`config.mk`:
```
export PLATFORM = sky130hd
export DESIGN_NAME = regfile_wb_arbiter_flat
export DESIGN_NICKNAME = d
export VERILOG_FILES = /design/src/rtl/regfile_wb_arbiter_pkg.sv /design/src/rtl/regfile_wb_arbiter_if.sv /design/src/rtl/regfile_wb_arbiter_wb_hold_buf.sv /design/src/rtl/regfile_wb_arbiter.sv /design/src/flat_wrapper.sv
export SDC_FILE = /design/constraint.sdc
export NUM_CORES = 1
export LEC_CHECK = 0
export CAP_MARGIN = 20
export CORE_MARGIN = 2
export CORE_UTILIZATION = 42
export CTS_CLUSTER_DIAMETER = 100
export DETAILED_ROUTE_END_ITERATION = 7
export PLACE_DENSITY = 0.73
export SLEW_MARGIN = 20
export SYNTH_ARGS = -nofsm -noshare
export SYNTH_HDL_FRONTEND = slang
export SYNTH_SLANG_ARGS = --single-unit
```
`constraint.sdc`:
```
create_clock -name clk -period 1.8 [get_ports clk]
set_input_delay 0.36 -clock clk [delete_from_list [all_inputs] [get_ports clk]]
set_output_delay 0.36 -clock clk [all_outputs]
set_load 0.1 [all_outputs]
```
`src/rtl/regfile_wb_arbiter_pkg.sv`:
```
// Shared types and constants for the register-file write-back arbiter.
// Holds the FSM encoding, the $zero index and default widths.
package regfile_wb_arbiter_pkg;

    localparam int DATA_W_DEF = 32;
    localparam int ADDR_W_DEF = 5;
    localparam int CNT_W_DEF  = 16;

    localparam int REG_ZERO = 0;

    typedef enum logic [2:0] {
        EMPTY,
        H0,
        H1,
        H01_O0,
        H01_O1
    } wb_state_e;

endpackage

```
`src/rtl/regfile_wb_arbiter_if.sv`:
```
// Write-back bus: two valid/ready request ports, flush, and the
// register-file write port plus conflict counter.
interface regfile_wb_arbiter_if #(
    parameter int DATA_W = regfile_wb_arbiter_pkg::DATA_W_DEF,
    parameter int ADDR_W = regfile_wb_arbiter_pkg::ADDR_W_DEF,
    parameter int CNT_W  = regfile_wb_arbiter_pkg::CNT_W_DEF
);
    logic              flush;
    logic              p0_valid;
    logic              p0_ready;
    logic [ADDR_W-1:0] p0_addr;
    logic [DATA_W-1:0] p0_data;
    logic              p1_valid;
    logic              p1_ready;
    logic [ADDR_W-1:0] p1_addr;
    logic [DATA_W-1:0] p1_data;
    logic              rf_we;
    logic [ADDR_W-1:0] rf_waddr;
    logic [DATA_W-1:0] rf_wdata;
    logic [CNT_W-1:0]  conflict_cnt;

    modport slave (
        input  flush,
        input  p0_valid, p0_addr, p0_data,
        input  p1_valid, p1_addr, p1_data,
        output p0_ready, p1_ready,
        output rf_we, rf_waddr, rf_wdata,
        output conflict_cnt
    );

    modport master (
        output flush,
        output p0_valid, p0_addr, p0_data,
        output p1_valid, p1_addr, p1_data,
        input  p0_ready, p1_ready,
        input  rf_we, rf_waddr, rf_wdata,
        input  conflict_cnt
    );

endinterface

```
`src/rtl/regfile_wb_arbiter_wb_hold_buf.sv`:
```
// One-entry write-back holding buffer (valid/addr/data).
// Load has priority over clear so drain and refill share a cycle.
module wb_hold_buf #(
    parameter int DATA_W = regfile_wb_arbiter_pkg::DATA_W_DEF,
    parameter int ADDR_W = regfile_wb_arbiter_pkg::ADDR_W_DEF
) (
    input  logic              clk,
    input  logic              rst_n,
    input  logic              load,
    input  logic              clear,
    input  logic [ADDR_W-1:0] load_addr,
    input  logic [DATA_W-1:0] load_data,
    output logic              valid,
    output logic [ADDR_W-1:0] addr,
    output logic [DATA_W-1:0] data
);

    // Capture a new entry, or drop the current one when cleared.
    always_ff @(posedge clk or negedge rst_n) begin
        if (!rst_n) begin
            valid <= 1'b0;
            addr  <= '0;
            data  <= '0;
        end else if (load) begin
            valid <= 1'b1;
            addr  <= load_addr;
            data  <= load_data;
        end else if (clear) begin
            valid <= 1'b0;
        end
    end

endmodule

```
`src/rtl/regfile_wb_arbiter.sv`:
```
// Arbitrates ALU (port 0) and load (port 1) write-backs onto the single
// register-file write port, oldest first. Option: REGFILE_WB_PENDING_EN.
module regfile_wb_arbiter
    import regfile_wb_arbiter_pkg::*;
#(
    parameter int DATA_W = DATA_W_DEF,
    parameter int ADDR_W = ADDR_W_DEF,
    parameter int CNT_W  = CNT_W_DEF
) (
    input  logic                       clk,
    input  logic                       rst_n,
    regfile_wb_arbiter_if.slave        bus
`ifdef REGFILE_WB_PENDING_EN
    ,
    output logic [(2**ADDR_W)-1:0]     pending_mask
`endif
);

    localparam logic [ADDR_W-1:0] ZERO_IDX = ADDR_W'(REG_ZERO);

    wb_state_e state;
    wb_state_e state_nxt;

    logic              full0, full1;
    logic              sel0, sel1;
    logic              rdy0, rdy1;
    logic              load0, load1;
    logic              clr0, clr1;
    logic              v0, v1;
    logic [ADDR_W-1:0] a0, a1;
    logic [DATA_W-1:0] d0, d1;
    logic [CNT_W-1:0]  cnt;

    // State register.
    always_ff @(posedge clk or negedge rst_n) begin
        if (!rst_n) begin
            state <= EMPTY;
        end else begin
            state <= state_nxt;
        end
    end

    // Next state: flush empties; otherwise track occupancy and age.
    always_comb begin
        state_nxt = state;
        if (bus.flush) begin
            state_nxt = EMPTY;
        end else begin
            unique case (state)
                EMPTY, H0, H1: begin
                    if (load0 && load1) state_nxt = H01_O0;
                    else if (load0)     state_nxt = H0;
                    else if (load1)     state_nxt = H1;
                    else                state_nxt = EMPTY;
                end
                H01_O0:  state_nxt = load0 ? H01_O1 : H1;
                H01_O1:  state_nxt = load1 ? H01_O0 : H0;
                default: state_nxt = EMPTY;
            endcase
        end
    end

    // Decode occupancy and which buffer owns the write port.
    always_comb begin
        full0 = 1'b0;
        full1 = 1'b0;
        sel0  = 1'b0;
        sel1  = 1'b0;
        unique case (state)
            H0: begin
                full0 = 1'b1;
                sel0  = 1'b1;
            end
            H1: begin
                full1 = 1'b1;
                sel1  = 1'b1;
            end
            H01_O0: begin
                full0 = 1'b1;
                full1 = 1'b1;
                sel0  = 1'b1;
            end
            H01_O1: begin
                full0 = 1'b1;
                full1 = 1'b1;
                sel1  = 1'b1;
            end
            default: ;
        endcase
    end

    // Ready depends only on state, flush and reset, never on valid.
    always_comb begin
        rdy0  = rst_n && !bus.flush && (!full0 || sel0);
        rdy1  = rst_n && !bus.flush && (!full1 || sel1);
        load0 = bus.p0_valid && rdy0 && (bus.p0_addr != ZERO_IDX);
        load1 = bus.p1_valid && rdy1 && (bus.p1_addr != ZERO_IDX);
        clr0  = sel0 || bus.flush;
        clr1  = sel1 || bus.flush;
        bus.p0_ready = rdy0;
        bus.p1_ready = rdy1;
    end

    // Drive the write port from the selected buffer, zero when idle.
    always_comb begin
        bus.rf_we    = 1'b0;
        bus.rf_waddr = '0;
        bus.rf_wdata = '0;
        if (sel0 && v0) begin
            bus.rf_we    = 1'b1;
            bus.rf_waddr = a0;
            bus.rf_wdata = d0;
        end else if (sel1 && v1) begin
            bus.rf_we    = 1'b1;
            bus.rf_waddr = a1;
            bus.rf_wdata = d1;
        end
    end

    wb_hold_buf #(
        .DATA_W (DATA_W),
        .ADDR_W (ADDR_W)
    ) u_buf0 (
        .clk       (clk),
        .rst_n     (rst_n),
        .load      (load0),
        .clear     (clr0),
        .load_addr (bus.p0_addr),
        .load_data (bus.p0_data),
        .valid     (v0),
        .addr      (a0),
        .data      (d0)
    );

    wb_hold_buf #(
        .DATA_W (DATA_W),
        .ADDR_W (ADDR_W)
    ) u_buf1 (
        .clk       (clk),
        .rst_n     (rst_n),
        .load      (load1),
        .clear     (clr1),
        .load_addr (bus.p1_addr),
        .load_data (bus.p1_data),
        .valid     (v1),
        .addr      (a1),
        .data      (d1)
    );

    // Count cycles spent with one entry queued behind the other.
    always_ff @(posedge clk or negedge rst_n) begin
        if (!rst_n) begin
            cnt <= '0;
        end else if ((state == H01_O0 || state == H01_O1) && cnt != '1) begin
            cnt <= cnt + 1'b1;
        end
    end

    assign bus.conflict_cnt = cnt;

`ifdef REGFILE_WB_PENDING_EN
    // Registers with a write still in flight, for RAW stall decode.
    always_comb begin
        pending_mask = '0;
        if (full0) pending_mask[a0] = 1'b1;
        if (full1) pending_mask[a1] = 1'b1;
        pending_mask[REG_ZERO] = 1'b0;
    end
`endif

endmodule
```
`src/flat_wrapper.sv`:
```
// flat-port wrapper written by rule: the top's interface ports become plain ports
module regfile_wb_arbiter_flat import regfile_wb_arbiter_pkg::*;
#(
    parameter int DATA_W = DATA_W_DEF,
    parameter int ADDR_W = ADDR_W_DEF,
    parameter int CNT_W  = CNT_W_DEF
)
  (clk, rst_n, bus_flush, bus_p0_valid, bus_p0_addr, bus_p0_data, bus_p1_valid, bus_p1_addr, bus_p1_data, bus_p0_ready, bus_p1_ready, bus_rf_we, bus_rf_waddr, bus_rf_wdata, bus_conflict_cnt);
  regfile_wb_arbiter_if #(.DATA_W(DATA_W), .ADDR_W(ADDR_W), .CNT_W(CNT_W)) bus_i ();
  input  logic clk;
  input  logic rst_n;
  input wire logic [$bits(bus_i.flush)-1:0] bus_flush;
  input wire logic [$bits(bus_i.p0_valid)-1:0] bus_p0_valid;
  input wire logic [$bits(bus_i.p0_addr)-1:0] bus_p0_addr;
  input wire logic [$bits(bus_i.p0_data)-1:0] bus_p0_data;
  input wire logic [$bits(bus_i.p1_valid)-1:0] bus_p1_valid;
  input wire logic [$bits(bus_i.p1_addr)-1:0] bus_p1_addr;
  input wire logic [$bits(bus_i.p1_data)-1:0] bus_p1_data;
  output wire logic [$bits(bus_i.p0_ready)-1:0] bus_p0_ready;
  output wire logic [$bits(bus_i.p1_ready)-1:0] bus_p1_ready;
  output wire logic [$bits(bus_i.rf_we)-1:0] bus_rf_we;
  output wire logic [$bits(bus_i.rf_waddr)-1:0] bus_rf_waddr;
  output wire logic [$bits(bus_i.rf_wdata)-1:0] bus_rf_wdata;
  output wire logic [$bits(bus_i.conflict_cnt)-1:0] bus_conflict_cnt;
  assign bus_i.flush = bus_flush;
  assign bus_i.p0_valid = bus_p0_valid;
  assign bus_i.p0_addr = bus_p0_addr;
  assign bus_i.p0_data = bus_p0_data;
  assign bus_i.p1_valid = bus_p1_valid;
  assign bus_i.p1_addr = bus_p1_addr;
  assign bus_i.p1_data = bus_p1_data;
  assign bus_p0_ready = bus_i.p0_ready;
  assign bus_p1_ready = bus_i.p1_ready;
  assign bus_rf_we = bus_i.rf_we;
  assign bus_rf_waddr = bus_i.rf_waddr;
  assign bus_rf_wdata = bus_i.rf_wdata;
  assign bus_conflict_cnt = bus_i.conflict_cnt;
  regfile_wb_arbiter #(.DATA_W(DATA_W), .ADDR_W(ADDR_W), .CNT_W(CNT_W)) u_core (.clk(clk), .rst_n(rst_n), .bus(bus_i));
endmodule
```
==> impl_results.md <==
- I/O Buffers: 134
- Design Power: 5.49 mW
- First-pass GRT wire length: 23400 um
- Avg WL per Cell: 22.7 um
- Post-Syn Instances: 392
- Vias per inst: 5.44
- DRC viols: 0
- Clock sinks: 95
- Final WL: 16700 um
- H-tree levels: 3
- Clk_lat worst skew: 0.36 ns
- Worst path slowest cell: dfrtp_1
- Max-cap violation count: 0
- Synth unique cells: 40
- Gr ovfl total: 0
- ANT nets after route: 0
- CTS tree: built
- Mapped Nets: 472
- PwrDens: 638 mW/mm2
- Area growth syn-to-layout: 94.7%
- Worst reg2reg setup slack: -0.55 ns
- Seq/Total Area, Yosys: 53.8%
- Met3 Use GR: 4.32%
- Final period utilization: 134%
- Initial antenna violation count: 0
- Critical path class: reg -> out
- Clock root buffer: clkbuf_8
- Skew final: 0.0159 ns
- DP Wirelength: 9090 um
- Largest net degree at the start of global routing: 72
- Num CTS Buffers: 9
- Clock Tree Buf Depth: 2
- Post-synthesis compound-gate area fraction: 6.00%
- Initial core utilization: 43.0%
- DR iter-0 viols: 230
- Critical-path cell list: buf_6 -> buf_6 -> nand3b_1 -> a21oi_2 -> a21oi_4 -> buf_6 -> clkbuf_16 -> a21oi_4 -> buf_12
- Hold slack final: 0.0164 ns
- Die width: 107 um
- Largest family of logic cells by synthesized area: multiplexers
- Leakage: 3.82 nW
- Final net count: 674
- Gr usage total: 27.1%
- Pins over their slew limit: 0
- Setup crit start: u_core.state[1]
- Die span in y: 107 um
- Status: finished, violations left
- Synth Register Bits: 95
- Synthesized cell area: 0.00442 mm2
- Unrepaired setup endpoints after global routing: true
- Reg2reg start: u_core.state[2]
- Worst vdd ir: 364 uV
- Slew margin rel.: 39.8%
- Critical Path Fanout Max: 5
- Crit path arrival time: 2.05 ns
- Post-Synth XOR/XNOR Area: 3.17%
- Row count: 37
- Clk slew on worst S/H paths: 0.10 ns
- Violated checks: negative setup slack
- GR met1 Demand/Resource: 33.4%
- Mux cell area share after synthesis: 19.8%
- Num ports: 135
- Yosys Warn Count: 0
- Placer congestion estimate: 0.817
- Final setup TNS: -40.92 ns
- Busiest metal layer after global routing: met2
- Least-Margin Pin Slew: 0.904 ns
- Layout cells sized above 1: 56.9%
- DR vias: 3998
- Worst reg2reg path depth: 9
- Post-Synth Adder-Cell Area: 0.283%
- Largest stage delay on the critical path: 0.43 ns
- Peak Freq: 416 MHz
- Post-Syn Area per Cell: 11.3 um2
- Hold Fails Final Rpt: 0
- Worst hold path class: in -> async
- Minimum clock period: 2.41 ns
- Critical path required time: 1.44 ns
- Post-synthesis simple-gate area fraction: 13.9%
- CP most frequent cell: buf_6
- Finish-stage setup viols: 117
- Antenna cells: 0
- Setup WS post-layout: -0.605 ns
- TritonRoute pass-1 iters: 4
- Vias in the first global route: 4282
- RR Endpoint: u_core.u_buf0.addr[4]
- Critical Path Start Type: flip-flop
- Die ar.: 0.0114 mm2
- Met2 GRT Util: 48.3%
- Core area: 0.0103 mm2
- Endpoint type of the worst setup path: output pin
==> metrics by stage <==
| step | util (%) | instances | worst slack (ns) | area (um2) |
|---|---|---|---|---|
| after detailed placement | 72.3 | 677 | -0.582 | 7430 |
| after global routing | 83.8 | 735 | -0.619 | 8610 |
| after CTS | 80.4 | 722 | -0.522 | 8270 |
| final | 83.8 | 735 | -0.605 | 8610 |
| after floorplan | - | 392 | -0.363 | 5180 |
| after global placement | 72.3 | 677 | -0.540 | 7430 |
==> cells in the final DEF (no fill, tap or decap), types with 2 or more instances in the layout <==
master           instances
buf_12                  72
nor3_1                   2
nor4_4                   3
a21oi_4                 38
dfrtp_4                  3
nand3_1                  3
nor3_2                   4
nand2_2                 11
dfrtp_2                 14
xor2_1                  15
nor2_1                   3
o21ai_0                  2
clkbuf_8                11
mux2_2                  30
nor2_4                   4
and3_1                   4
nor3b_4                  2
clkdlybuf4s50_1         73
nand2_1                 57
dfrtp_1                 78
mux2_4                  45
buf_16                   4
nor4_2                   2
nand4_1                  4
buf_8                    3
clkinvlp_4               5
nand2_4                 16
clkbuf_16                7
nor4_1                   2
clkdlybuf4s15_1          2
buf_6                   19
buf_4                   30
==> power by group <==
| part | total [mW] | switching [mW] | internal [mW] |
|---|---|---|---|
| registers | 2.74 | 0.266 | 2.47 |
| logic | 1.40 | 0.632 | 0.769 |
| clock network | 1.35 | 0.775 | 0.580 |
==> metal layers <==
| metal | vias to the layer above | part of all wire (%) |
|---|---|---|
| met3 | 28 | 4.6 |
| li1 | 1759 | - |
| met4 | 0 | 2.0 |
| met1 | 2070 | 40 |
| met5 | - | 0 |
| met2 | 141 | 54 |
==> cell usage after synthesis <==
cell type,number,area (um2)
and2_1,2,12.5
nor2_1,6,22.5
buf_6,4,45.0
o211ai_2,1,12.5
nand2b_1,1,6.26
and3b_1,1,8.76
or2_4,1,8.76
clkbuf_1,7,26.3
buf_1,1,3.75
ha_1,1,12.5
mux2_2,57,642
nand4_1,4,25.0
o21ai_0,4,20.0
a211o_1,1,8.76
buf_4,1,7.51
or4_1,1,7.51
mux2_4,8,120
o31ai_1,1,7.51
nor2b_1,3,18.8
nand3b_1,1,7.51
and3_1,4,25.0
clkbuf_2,1,5.00
buf_2,8,40.0
mux2_1,10,113
nor3_1,6,30.0
inv_1,2,7.51
o2111ai_1,1,8.76
a21oi_1,40,200
a21o_1,1,7.51
nor3b_2,1,12.5
nor2_2,1,6.26
xor2_1,15,131
nor3b_1,2,15.0
nor4b_1,2,17.5
dfrtp_1,95,2380
xnor2_1,1,8.76
nor4_1,7,43.8
nand2_1,85,319
nand2b_4,1,13.8
nand3_1,3,15.0
==> worst max-delay path, delay by kind of cell (launching register included) <==
| family | cells | cell delay (ns) |
|---|---|---|
| and+or+nand+nor | 1 | 0.09 |
| AOI/OAI and AO/OA | 3 | 0.43 |
| buffers and inverters | 5 | 0.73 |
| DFF | 1 | 0.43 |
==> flip-flops by register name, indices dropped and copies added, names as in the netlist <==
name	cells
u_core.u_buf1.valid	1
u_core.u_buf0.data	32
u_core.bus.conflict_cnt	16
u_core.u_buf1.data	32
u_core.u_buf0.valid	1
u_core.u_buf1.addr	5
u_core.u_buf0.addr	5
u_core.state	3
==> area by class of cell <==
class	instances	area, um2
repair buffers	212	2980
fillers	495	1670
well taps	136	170
flip-flops and latches	95	2410
multi-input cells	274	2850
inverters	2	11.3
clock inverters	4	30.0
clock buffers	12	155
==> cell families after synthesis <==
kind of cell | count (synthesis)
simple gates | 132
flops | 95
mux | 75
compound gates | 49
buf+inv | 24
xor+xnor | 16
fa+ha+maj | 1
==> worst max path at each step <==
| stage | slack (ns) | end | depth (start not counted) |
|---|---|---|---|
| 6_report | -0.61 | bus_rf_wdata[18] | 9 |
| 5_1_grt | -0.62 | bus_rf_wdata[19] | 7 |
| 4_1_cts | -0.52 | bus_rf_wdata[21] | 8 |
| 3_5_place_dp | -0.58 | u_core.u_buf1.data[1] | 5 |
| 3_3_place_gp | -0.54 | u_core.u_buf1.data[6] | 5 |
| 2_1_floorplan | -0.36 | bus_rf_wdata[12] | 7 |
==> timing repair <==
item                                    4_1_cts  5_1_grt
pin swaps                                     8       17
cloned                                       10        8
setup buffers                                19       15
hold buffers                                  0        0
hold endpoints to repair                      0        0
resized for setup                            65       66
endpoints found under the setup margin      130      133
No activity file was read; power rests on OpenSTA's default activity.
